`src/rtl/cpu_pkg.sv`:
```
// Shared CPU definitions: command word geometry, opcode constants and the
// state encoding of the command-memory loader.
package cpu_pkg;

    // Command word and command memory geometry
    localparam int CMD_SIZE      = 19;
    localparam int CMD_MEM_SIZE  = 32;
    localparam int CMD_ADDR_SIZE = $clog2(CMD_MEM_SIZE);

    // Byte stream framing
    localparam int BYTE_SIZE     = 8;
    localparam int BYTES_PER_CMD = 3;

    // Bits of a command carried by the first (most significant) byte
    localparam int CMD_HI_BITS   = CMD_SIZE - 2 * BYTE_SIZE;

    // Word counter must hold the value CMD_MEM_SIZE itself, hence one extra bit
    localparam int WORD_CNT_SIZE = CMD_ADDR_SIZE + 1;

    // Largest legal frame header, expressed at byte width
    localparam logic [BYTE_SIZE-1:0] MAX_WORDS = BYTE_SIZE'(CMD_MEM_SIZE);

    // CPU opcode constants
    typedef enum logic [3:0] {
        OP_NOP = 4'd0,
        OP_ADD = 4'd1,
        OP_SUB = 4'd2,
        OP_AND = 4'd3,
        OP_OR  = 4'd4,
        OP_XOR = 4'd5,
        OP_SHL = 4'd6,
        OP_SHR = 4'd7,
        OP_LDI = 4'd8,
        OP_LD  = 4'd9,
        OP_ST  = 4'd10,
        OP_BEQ = 4'd11,
        OP_BNE = 4'd12,
        OP_JMP = 4'd13
    } opcode_e;

    // Loader state encoding
    typedef enum logic [2:0] {
        LD_IDLE  = 3'd0,
        LD_DATA  = 3'd1,
        LD_CHECK = 3'd2,
        LD_DONE  = 3'd3,
        LD_ERROR = 3'd4
    } loader_state_e;

    // A frame header is usable when it names between 1 and CMD_MEM_SIZE words
    function automatic logic header_ok(input logic [BYTE_SIZE-1:0] n);
        return (n != '0) && (n <= MAX_WORDS);
    endfunction

    // The leading byte of each word may only use its low CMD_HI_BITS bits
    function automatic logic pad_ok(input logic [BYTE_SIZE-1:0] b);
        return (b[BYTE_SIZE-1:CMD_HI_BITS] == '0);
    endfunction

endpackage

```
`src/rtl/cmd_word_assembler.sv`:
```
// Collects three MSB-first bytes into one command word. The word is presented
// combinationally alongside word_valid_o on the cycle its last byte is
// accepted, so the loader can register it straight onto the memory port.
module cmd_word_assembler
    import cpu_pkg::*;
(
    input  logic                 clk,
    input  logic                 reset,
    input  logic                 clear_i,
    input  logic                 accept_i,
    input  logic [BYTE_SIZE-1:0] data_i,
    output logic                 pad_err_o,
    output logic                 word_valid_o,
    output logic [CMD_SIZE-1:0]  word_o
);

    logic [1:0]             idx_q;
    logic [CMD_HI_BITS-1:0] hi_q;
    logic [BYTE_SIZE-1:0]   mid_q;

    // A leading byte with non-zero padding is flagged as it is accepted
    assign pad_err_o    = accept_i && (idx_q == 2'd0) && !pad_ok(data_i);
    assign word_valid_o = accept_i && (idx_q == 2'd2);
    assign word_o       = {hi_q, mid_q, data_i};

    // Byte index and partial word storage; clear_i abandons any partial word
    always_ff @(posedge clk) begin
        if (!reset || clear_i) begin
            idx_q <= 2'd0;
            hi_q  <= '0;
            mid_q <= '0;
        end else if (accept_i) begin
            if (idx_q == 2'd0) begin
                hi_q  <= data_i[CMD_HI_BITS-1:0];
                idx_q <= 2'd1;
            end else if (idx_q == 2'd1) begin
                mid_q <= data_i;
                idx_q <= 2'd2;
            end else begin
                idx_q <= 2'd0;
            end
        end
    end

endmodule

```
`src/rtl/cmd_loader.sv`:
```
// Loads a framed byte stream into CPU command memory and keeps the CPU in
// reset until a complete frame with a good checksum has been written.
module cmd_loader
    import cpu_pkg::*;
(
    input  logic                     clk,
    input  logic                     reset,
    input  logic [BYTE_SIZE-1:0]     in_data,
    input  logic                     in_valid,
    output logic                     in_ready,
    input  logic                     start,
    output logic                     wr_en,
    output logic [CMD_ADDR_SIZE-1:0] wr_addr,
    output logic [CMD_SIZE-1:0]      wr_data,
    output logic                     cpu_hold,
    output logic                     done,
    output logic                     err
);

    loader_state_e            state_q;
    logic                     in_ready_q;
    logic                     wr_en_q;
    logic [CMD_ADDR_SIZE-1:0] wr_addr_q;
    logic [CMD_SIZE-1:0]      wr_data_q;
    logic                     cpu_hold_q;
    logic                     done_q;
    logic                     err_q;
    logic [WORD_CNT_SIZE-1:0] n_q;
    logic [WORD_CNT_SIZE-1:0] cnt_q;
    logic [WORD_CNT_SIZE-1:0] cnt_plus1;
    logic [BYTE_SIZE-1:0]     csum_q;

    logic                     byte_accept;
    logic                     data_accept;
    logic                     restart;
    logic                     pad_err;
    logic                     word_valid;
    logic [CMD_SIZE-1:0]      word;

    // in_ready is registered, so a transfer never depends combinationally on outputs
    assign byte_accept = in_valid && in_ready_q;
    assign data_accept = byte_accept && (state_q == LD_DATA);
    assign restart     = start && ((state_q == LD_DONE) || (state_q == LD_ERROR));
    assign cnt_plus1   = cnt_q + WORD_CNT_SIZE'(1);

    cmd_word_assembler u_assembler (
        .clk          (clk),
        .reset        (reset),
        .clear_i      (restart),
        .accept_i     (data_accept),
        .data_i       (in_data),
        .pad_err_o    (pad_err),
        .word_valid_o (word_valid),
        .word_o       (word)
    );

    // Frame sequencing, word counting, checksum and all registered outputs
    always_ff @(posedge clk) begin
        if (!reset) begin
            state_q    <= LD_IDLE;
            in_ready_q <= 1'b1;
            wr_en_q    <= 1'b0;
            wr_addr_q  <= '0;
            wr_data_q  <= '0;
            cpu_hold_q <= 1'b1;
            done_q     <= 1'b0;
            err_q      <= 1'b0;
            n_q        <= '0;
            cnt_q      <= '0;
            csum_q     <= '0;
        end else begin
            wr_en_q <= 1'b0;
            case (state_q)
                LD_IDLE: begin
                    if (byte_accept) begin
                        if (header_ok(in_data)) begin
                            n_q     <= in_data[WORD_CNT_SIZE-1:0];
                            state_q <= LD_DATA;
                        end else begin
                            state_q    <= LD_ERROR;
                            err_q      <= 1'b1;
                            cpu_hold_q <= 1'b1;
                            in_ready_q <= 1'b0;
                        end
                    end
                end
                LD_DATA: begin
                    if (byte_accept) begin
                        csum_q <= csum_q ^ in_data;
                        if (pad_err) begin
                            state_q    <= LD_ERROR;
                            err_q      <= 1'b1;
                            cpu_hold_q <= 1'b1;
                            in_ready_q <= 1'b0;
                        end else if (word_valid) begin
                            wr_en_q   <= 1'b1;
                            wr_addr_q <= cnt_q[CMD_ADDR_SIZE-1:0];
                            wr_data_q <= word;
                            cnt_q     <= cnt_plus1;
                            if (cnt_plus1 == n_q) begin
                                state_q <= LD_CHECK;
                            end
                        end
                    end
                end
                LD_CHECK: begin
                    if (byte_accept) begin
                        in_ready_q <= 1'b0;
                        if (in_data == csum_q) begin
                            state_q    <= LD_DONE;
                            done_q     <= 1'b1;
                            cpu_hold_q <= 1'b0;
                        end else begin
                            state_q    <= LD_ERROR;
                            err_q      <= 1'b1;
                            cpu_hold_q <= 1'b1;
                        end
                    end
                end
                LD_DONE, LD_ERROR: begin
                    if (start) begin
                        state_q    <= LD_IDLE;
                        in_ready_q <= 1'b1;
                        cpu_hold_q <= 1'b1;
                        done_q     <= 1'b0;
                        err_q      <= 1'b0;
                        n_q        <= '0;
                        cnt_q      <= '0;
                        csum_q     <= '0;
                    end
                end
                default: begin
                    state_q    <= LD_IDLE;
                    in_ready_q <= 1'b1;
                    cpu_hold_q <= 1'b1;
                    done_q     <= 1'b0;
                    err_q      <= 1'b0;
                end
            endcase
        end
    end

    assign in_ready = in_ready_q;
    assign wr_en    = wr_en_q;
    assign wr_addr  = wr_addr_q;
    assign wr_data  = wr_data_q;
    assign cpu_hold = cpu_hold_q;
    assign done     = done_q;
    assign err      = err_q;

endmodule

```
`config.mk`:
```
export PLATFORM = sky130hd
export DESIGN_NAME = cmd_loader
export DESIGN_NICKNAME = d
export VERILOG_FILES = /design/src/rtl/cpu_pkg.sv /design/src/rtl/cmd_word_assembler.sv /design/src/rtl/cmd_loader.sv
export SDC_FILE = /design/constraint.sdc
export NUM_CORES = 1
export LEC_CHECK = 0
export ABC_AREA = 1
export CORE_MARGIN = 3
export CORE_UTILIZATION = 50
export DETAILED_ROUTE_END_ITERATION = 8
export PLACE_DENSITY = 0.74
export SETUP_SLACK_MARGIN = 0.2
export SLEW_MARGIN = 20
export SYNTH_ARGS = -nofsm -noshare
export SYNTH_HDL_FRONTEND = slang
export SYNTH_SLANG_ARGS = --single-unit
```
`constraint.sdc`:
```
create_clock -name clk -period 2 [get_ports clk]
set_clock_uncertainty 0.05 [all_clocks]
set_input_delay 0.2 -clock clk [delete_from_list [all_inputs] [get_ports clk]]
set_output_delay 0.2 -clock clk [all_outputs]
set_load 0.005 [all_outputs]
```
==> impl_metrics.json <==
{
  "status": "finished, final reports clean",
  "cts_hold_buf": 0,
  "ys_ff_latch": 65,
  "p_int_mw": 2.764,
  "reg2reg_to": "cpu_hold$_SDFFE_PN1P_",
  "synth_top_family_by_area": "simple AND/OR/NAND/NOR gates",
  "path_max_fanout": 4,
  "p_sw_share_pct": 34.92,
  "synth-simple-area-share_pct": 28.71,
  "place_congestion": 0.8679,
  "min_to": "cpu_hold$_SDFFE_PN1P_",
  "synth_fa_ha_area_share_pct": 0.4241,
  "cts_tree": "done",
  "ioPinCount": 41,
  "hold_path_depth": 2,
  "yosys_warnings": 0,
  "synth_area_um2": 2950,
  "crit_path_start": "state_q[2]$_SDFFE_PN0P_",
  "place_ws_ps": 50.63,
  "grt.total_usage_pct": 20.11,
  "sequentialPowerShare_pct": 36.7,
  "grt_max_degree": 38,
  "rrSetupSlack_ps": 340,
  "crit_path_end_kind": "flip-flop",
  "die_area_um2": 6858,
  "drt.antenna.violating_nets": 0,
  "power_switching_mw": 1.483,
  "drive_above_1_share_pct": 10.31,
  "h-tree-depth": 3,
  "die_y_um": 82.82,
  "setup_violations": 0,
  "max_freq_mhz": 602.0,
  "fin_util_pct": 65.75,
  "synth.distinct_cells": 26,
  "clk_pin_slew_ps": 70,
  "p_leak_nw": 1.483,
  "drc_errors": 0,
  "clock_latency_ps": 340,
  "num_antenna_cells": 0,
  "final_nets": 465,
  "avgViaCountPerCell": 5.313,
  "core_area_um2": 5608,
  "tightest_slew_ps": 455.2,
  "grt.overflow.total": 0,
  "grt_pass1_wl_um": 11270,
  "antenna_found_initial": 0,
  "cp.arrival_ps": 1850,
  "cp.required_ps": 2190,
  "numCtsBuffers": 9,
  "root_buffer": "clkbuf_8",
  "layout_setup_ws_ps": 338.8,
  "synth_cells": 405,
  "num_rows": 27,
  "drv_slew": 0,
  "rsz0062_at_grt": "false",
  "yosysTopAreaCell": "dfxtp_1",
  "fin_crit_sh_pct": 83.06,
  "first_pass_iters": 7,
  "r2r_cells": 9,
  "wl_per_cell_um": 13.11,
  "comb_power_share_pct": 34.9,
  "drt_iter0_markers": 199,
  "min_period_ps": 1661,
  "critPathLaunchType": "flip-flop",
  "yosys.area_share.xor_xnor_pct": 1.781,
  "post-dp-hpwl_um": 4992,
  "synthMostInstantiatedCell": "nand2_1",
  "synth_edf_count": 0,
  "ir_drop_v": 0.001026,
  "path_class": "reg2reg",
  "synth.area.mux_share_pct": 0,
  "r2r-start": "state_q[2]$_SDFFE_PN0P_",
  "die_x_um": 82.82,
  "synth.avg_cell_area_um2": 7.285,
  "clk_path_buf_depth": 2,
  "ys_seq_area_share_pct": 44.11,
  "port_buffers": 40,
  "synth_area_leaders": "dfxtp_1, nand2_1, nor2_1, o21ai_0, a21oi_1",
  "grt_pass1_vias": 2506,
  "max_cap_viol_count": 0,
  "vias": 2805,
  "finalSetupTns_ps": 0,
  "postSynth.asyncResetShare_pct": 0,
  "area_growth_pct": 24.98,
  "synthTopCellsByCount": "nand2_1, dfxtp_1, nor2_1",
  "synth_compound_area_share_pct": 16.45,
  "slew_headroom_pct": 69.62,
  "worstHoldStart": "cpu_hold$_SDFFE_PN1P_",
  "power_density_nw_per_um2": 1152,
  "initial_core_util_pct": 52.61,
  "whs_ps": 406.9,
  "postSynthNetCount": 418,
  "power.total_mw": 4.247,
  "hold_violations": 0,
  "pwr-share-clk_pct": 28.4,
  "wl_um": 6922,
  "worst_hold_path_type": "reg2reg",
  "synth_top_cell_area_share_pct": 44.11,
  "yosys_most_used_dff": "dfxtp_1",
  "cts.sinks": 65
}
## kinds of logic after synthesis
| group | after synthesis |
|---|---|
| xor gates and xnor gates | 6 |
| DFF | 65 |
| adders and majority gates | 1 |
| and+or+nand+nor | 191 |
| buffers and inverters | 57 |
| AOI/OAI and AO/OA | 85 |
## per-layer routing
metal | share of wire (%) | up-vias | global-route usage (%)
met5 | 0 | - | 0
met4 | 1.2 | 0 | 8.470
met3 | 6.1 | 9 | 5.655
met2 | 46 | 91 | 31.56
met1 | 46 | 1283 | 25.92
li1 | - | 1422 | -
## area by class of cell
cell class | count | area [um2]
clock buffers | 12 | 145.1
clock inverters | 3 | 65.06
fillers | 518 | 1921
inverters | 41 | 153.9
multi-input cells | 283 | 1413
flip-flops and latches | 65 | 1305
well taps | 72 | 90.09
repair buffers | 52 | 515.5
## placed cells by master, fill, tap and decap left out, types with 2 or more instances in the layout
cell | netlist | final
nand2_1 | 77 | 76
dfxtp_1 | 65 | 62
nor2_1 | 60 | 58
clkdlybuf4s50_1 | 0 | 40
inv_1 | 39 | 39
o21ai_0 | 36 | 36
a21oi_1 | 34 | 34
nand3_1 | 30 | 30
nand4_1 | 12 | 12
clkbuf_8 | 0 | 10
buf_4 | 2 | 10
a211oi_1 | 7 | 7
xnor2_1 | 6 | 6
nor2_4 | 4 | 5
o211a_1 | 5 | 5
nand2_2 | 3 | 4
nor2_2 | 2 | 3
dfxtp_2 | 0 | 3
nand3_2 | 2 | 2
clkbuf_1 | 5 | 2
bufinv_16 | 0 | 2
buf_12 | 0 | 2
## registers in the layout, indices dropped and copies added (netlist names), 2 cells and up
register	cells
u_assembler.mid_q	8
wr_addr	5
state_q	3
u_assembler.idx_q	2
csum_q	8
cnt_q	6
n_q	6
u_assembler.hi_q	3
wr_data	19
## worst max-delay path by stage
stage / endpoint / slack, ps / cells after the start
final: cpu_hold$_SDFFE_PN1P_ / 340 / 9
after global routing: u_assembler.mid_q[0]$_SDFFE_PP0P_ / 160 / 7
after CTS: cnt_q[1]$_SDFFE_PN0P_ / 220 / 9
after detailed placement: cnt_q[1]$_SDFFE_PN0P_ / 50 / 8
after global placement: cnt_q[1]$_SDFFE_PN0P_ / 80 / 8
after floorplan: state_q[0]$_SDFFE_PN0P_ / 520 / 8
## power groups by stage
stage | clock (mW) | sequential (mW) | combinational, mW
5_1_grt | 1.27 | 1.57 | 1.66
6_report | 1.21 | 1.56 | 1.48
2_1_floorplan | 0 | 1.57 | 1.10
3_3_place_gp | 0 | 1.58 | 1.35
4_1_cts | 1.23 | 1.56 | 1.39
3_5_place_dp | 0 | 1.58 | 1.38
## critical path, cell delays in order, from the launching register on
cell	delay, ps
dfxtp_1	350
nor2_2	180
inv_1	90
nor2_2	230
nand4_1	180
buf_4	190
nand2_1	80
nor2_1	60
nor2_1	80
nand2_1	60
## stage by stage
step           area (um2)  cells
6_report             3687    528
4_1_cts              3641    526
2_1_floorplan        2950    405
5_1_grt              3687    528
3_3_place_gp         3431    511
3_5_place_dp         3431    511
## what timing repair did
action,in CTS,in global routing
resized for setup,0,8
endpoints found under the setup margin,0,16
setup buffers,0,2
No activity file was read; power rests on OpenSTA's default activity.
